## src/rtl/screen_flow_controller.sv

```systemverilog
// Game-flow sequencer START -> PLAY -> END -> START. It keeps the session high score
// and drives a registered RGB select between the start, main and end screens.
module screen_flow_controller #(
  parameter logic [3:0] WIN_SCORE      = 4'd10,
  parameter int         HOLDOFF_FRAMES = 120,
  parameter int         BLINK_FRAMES   = 30
) (
  input  logic       clk,
  input  logic       reset,
  input  logic       startOfFrame,
  input  logic       key5IsPressed,
  input  logic [3:0] life,
  input  logic [3:0] score,
  input  logic [7:0] RGB_screen_start,
  input  logic [7:0] RGB_screen_main,
  input  logic [7:0] RGB_screen_end,
  output logic       start,
  output logic [7:0] RGB_out,
  output logic [1:0] screen_state,
  output logic [3:0] high_score,
  output logic       blink
);

  localparam int FW = $clog2(HOLDOFF_FRAMES) + 1;
  localparam int BW = $clog2(BLINK_FRAMES) + 1;
  localparam logic [FW-1:0] HOLDOFF_MAX = FW'(HOLDOFF_FRAMES);
  localparam logic [BW-1:0] BLINK_LAST  = BW'(BLINK_FRAMES - 1);

  typedef enum logic [1:0] {
    START    = 2'd0,
    PLAY     = 2'd1,
    END_LOSE = 2'd2,
    END_WIN  = 2'd3
  } state_t;

  state_t        state, stateNext;
  logic          keyPrev, armed;
  logic          keyRise, inEnd, win, lose, enterEnd;
  logic [FW-1:0] frameCnt;
  logic [BW-1:0] blinkCnt;
  logic [7:0]    rgbSel;

  always_comb begin
    keyRise   = key5IsPressed & ~keyPrev;
    inEnd     = (state == END_LOSE) || (state == END_WIN);
    win       = (score >= WIN_SCORE);
    lose      = armed & (life == 4'd0);
    enterEnd  = 1'b0;
    stateNext = state;
    unique case (state)
      START: if (keyRise) stateNext = PLAY;
      PLAY: begin
        // win outranks lose when both land on the same cycle
        if (win) begin
          stateNext = END_WIN;
          enterEnd  = 1'b1;
        end else if (lose) begin
          stateNext = END_LOSE;
          enterEnd  = 1'b1;
        end
      end
      END_LOSE, END_WIN:
        if (keyRise && (frameCnt == HOLDOFF_MAX)) stateNext = START;
      default: stateNext = START;
    endcase
  end

  always_comb begin
    rgbSel = RGB_screen_start;
    unique case (state)
      START:             rgbSel = RGB_screen_start;
      PLAY:              rgbSel = RGB_screen_main;
      END_LOSE, END_WIN: rgbSel = blink ? RGB_screen_end : RGB_screen_main;
      default:           rgbSel = RGB_screen_start;
    endcase
  end

  always_ff @(posedge clk) begin
    if (reset) begin
      state      <= START;
      start      <= 1'b0;
      RGB_out    <= 8'd0;
      high_score <= 4'd0;
      blink      <= 1'b0;
      frameCnt   <= '0;
      blinkCnt   <= '0;
      armed      <= 1'b0;
      keyPrev    <= 1'b1;
    end else begin
      state   <= stateNext;
      keyPrev <= key5IsPressed;
      start   <= (state == START) && keyRise;
      RGB_out <= rgbSel;

      // armed masks the stale life=0 left over until the main screen reloads
      if (state == START)
        armed <= 1'b0;
      else if ((state == PLAY) && (life != 4'd0))
        armed <= 1'b1;

      if (enterEnd) begin
        if (score > high_score) high_score <= score;
        frameCnt <= '0;
        blinkCnt <= '0;
        blink    <= 1'b1;
      end else if (inEnd && (stateNext != START)) begin
        if (startOfFrame) begin
          if (frameCnt != HOLDOFF_MAX) frameCnt <= frameCnt + 1'b1;
          if (blinkCnt == BLINK_LAST) begin
            blinkCnt <= '0;
            blink    <= ~blink;
          end else begin
            blinkCnt <= blinkCnt + 1'b1;
          end
        end
      end else begin
        blink <= 1'b0;
      end
    end
  end

  assign screen_state = state;

endmodule
```

## config.mk

```make
export PLATFORM = sky130hd
export DESIGN_NAME = screen_flow_controller
export DESIGN_NICKNAME = d
export VERILOG_FILES = /design/src/rtl/screen_flow_controller.sv
export SDC_FILE = /design/constraint.sdc
export NUM_CORES = 1
export LEC_CHECK = 0
export ABC_CLOCK_PERIOD_IN_PS = 2200
export CAP_MARGIN = 5
export CORE_MARGIN = 4
export CORE_UTILIZATION = 47
export CTS_CLUSTER_SIZE = 8
export DETAILED_ROUTE_END_ITERATION = 10
export PLACE_DENSITY = 0.78
export SYNTH_ARGS = -nofsm -noshare
export SYNTH_HDL_FRONTEND = slang
export SYNTH_SLANG_ARGS = --single-unit
```

## constraint.sdc

```tcl
create_clock -name clk -period 2.2 [get_ports clk]
set_input_delay 0.44 -clock clk [delete_from_list [all_inputs] [get_ports clk]]
set_output_delay 0.44 -clock clk [all_outputs]
set_load 0.03 [all_outputs]
```

==> metrics <==
outcome=finished, final reports clean; Routed Wire Length=around 3800 microns; Clock power frac=33.1%; most common cell in the synthesized netlist=dfxtp_1; RSZ-0062 raised after global routing=false; Slew headroom=74.6%; Min-Delay Endpoint=blinkCnt[5]; Max Cap Viol=0; top post-synthesis cells by count=dfxtp_1 (32), nor2_1 (23), a211oi_1 (16); clk slew on worst S/H paths=0.07 ns; Post-DRT Antenna Nets=0; residual DRC count=0; Final Hold Fails=0; cell area power density=around 540 nW/um^2; port bufs=51; vias per cell=5.24; Clk Latency, worst-skew pair=0.28 ns; Slew Viols, Final=0; vias in the first global route=about 1.4k; fmax=540 MHz; CTS tree=built; initial antenna violation count=0; io pins=52; startpoint types=primary input; P_sw=around 0.32 mW; worst endpoint required time=2.41 ns; Site Rows=21; syn_nets=240; post_cts resized=0; Synth area leaders=dfxtp_1 (37%), mux2i_1 (7.0%), a211oi_1 (7.0%), ha_1 (5.8%), nor2_1 (5.0%); worst hold path class=flop to flop; worst-path fanout max=4; H-tree levels=2; Max Clock Skew=0.00498 ns; gp weighted congestion=about 0.74; Core Box Area=3440 sq um; Logic pwr share=between 10% and 20%; CTS root buf=clkbuf_8; Fin Hold WS=0.483 ns; R2R Path Start=frameCnt[0]; first-pass GRT wire length=between 6000 and 7000 microns; Max clock buf depth=2; Post CTS Setup Buffer Count=0; sequential power share=47.9%; Iter 0 DRT Violations=a little over 70; Inst Count DP=287; Slew @ Worst Pin=around 0.38 ns; critical path type=primary input to flop; # setup viols final=0; gate count of the mapped netlist=~200; post-synthesis async set-or-reset flop share=0%; DP Wirelength=2800 microns; post-route minimum period=1.85 ns; Post-synth EDFFs=0; final net count=292; diodes inserted=0; share of the synthesized area in the top cell type=37.1%; Syn Area/Cell=about 8.8 sq um; Hold Startpoint=blinkCnt[5]; r2r worst-path depth=7; Synth Warn #=0; slack of the worst reg-to-reg path=0.42 ns; die area=between 4000 and 5000 sq um; setup TNS=0 ns; CTS Sinks=32; final cell count without fillers=294; Pint=approximately 0.94 mW; ys flop type=dfxtp_1; leak pwr=approximately 0.83 nW; Layout area overhead=36.6%; critical path data arrival time=between 2 and 2.5 ns; Netlist Area Pre-Place=between 1500 and 2000 sq um; cts bufs inserted=5; Die W=68.6 microns; total track usage=17.4%; total grt overflow=0; Reg-to-Reg End=blinkCnt[5]; initial core utilization=50.2%; post-synth cell types=37; hold path depth=2; Seq cells post-synth=32; drt wl/cell=13.0 microns; fin crit share=84.2%; biggest area consumer among synthesized cells=dfxtp_1; Crit. End Element=flop; via count=1541; Hold Buf Count CTS=0; Sw Ratio=25.6%; largest net degree at the start of global routing=23; Die Ht=68.6 microns; VDD IR max=between 300 and 400 uV; Seq/Total Area, Yosys=37.1%; drt first pass iters=4; layout cells sized above 1=8.47%
## worst max-delay path by stage
stage | cells past startpoint | endpoint | slack, ns | startpoint
after floorplan | 7 | blinkCnt[5] | 0.58 | frameCnt[0]
after global placement | 6 | high_score[0] | 0.11 | life[1]
after detailed placement | 6 | high_score[2] | 0.02 | life[1]
after CTS | 6 | high_score[2] | 0.32 | life[1]
after global routing | 6 | high_score[2] | 0.21 | life[1]
final | 6 | high_score[2] | 0.35 | life[1]
## layer usage
layer  global-route usage (%)  vias up  wire length (microns)
met2                     27.5       41                   1740
met5                        0        -                      0
met1                     21.7      701                   1690
met4                     6.70        0                     99
met3                     5.83       10                    278
li1                         -      789                      -
## placed cells by master (no fill, tap or decap), drive strengths merged
cell type,synthesis,layout
xnor2,2,2
or3,3,3
and2,1,1
ha,8,8
nor2b,10,10
clkbuf,2,6
buf,9,5
nand3b,1,1
nor2,23,23
clkdlybuf4s50,0,51
nor4,1,1
and3b,1,1
nand2,8,8
a31oi,2,2
and4,2,2
inv,8,8
a211oi,16,16
or2,3,3
mux2i,12,12
o21ai,5,5
dfxtp,32,32
nand4,3,3
xor2,5,5
a21oi,13,13
clkinv,0,1
and3,4,4
nand3,8,8
nand2b,9,9
nor3,2,2
a2111oi,1,1
nor3b,2,2
## flip-flops by register name (all words and copies together), names as in the netlist
name and cells:
blink 1, screen_state 2, RGB_out 8, armed 1
start 1, high_score 4, frameCnt 8, blinkCnt 6
keyPrev 1
## per-stage QoR
step | setup slack (ns) | util [%] | power (mW) | area [sq um]
floorplan | 0.582 | - | 0.741 | 1730
global placement | 0.110 | 66.3 | 0.858 | 2280
detailed placement | 0.0169 | 66.3 | 0.862 | 2280
CTS | 0.322 | 68.6 | 1.28 | 2360
global route | 0.214 | 68.6 | 1.33 | 2360
finish | 0.347 | 68.6 | 1.27 | 2360
## power by group through the flow
stage,Combinational (mW),Sequential (mW),Clock [mW]
4_1_cts,0.244,0.606,0.429
5_1_grt,0.263,0.608,0.456
3_3_place_gp,0.239,0.619,0
2_1_floorplan,0.0871,0.654,0
3_5_place_dp,0.243,0.619,0
6_report,0.241,0.606,0.419
## logic make-up (layout without fill, tap and decap cells)
logic type                 Yosys count  after routing  share of synthesized area, %
DFF                                 32             32                          37.1
muxes                               12             12                          6.95
and+or+nand+nor                     81             81                          26.1
AOI/OAI and AO/OA                   37             37                          15.1
xor gates and xnor gates             7              7                          3.55
buffers and inverters               19             71                          5.43
adders and majority gates            8              8                          5.79
## worst max-delay path, stage by stage
cell and delay (ns):
clkdlybuf4s50_1 0.44, nor4_4 0.31, nand2_1 0.10, a21oi_2 0.23, and3_1 0.33, mux2i_1 0.21
## layout make-up
cell class              count  area [sq um]
fillers                   291          1080
multi-input cells         145           993
flip-flops and latches     32           641
repair buffers             56           561
clock buffers               6          72.6
well taps                  46          57.6
inverters                   8          30.0
clock inverters             1          5.00
No activity file was read; power rests on OpenSTA's default activity.
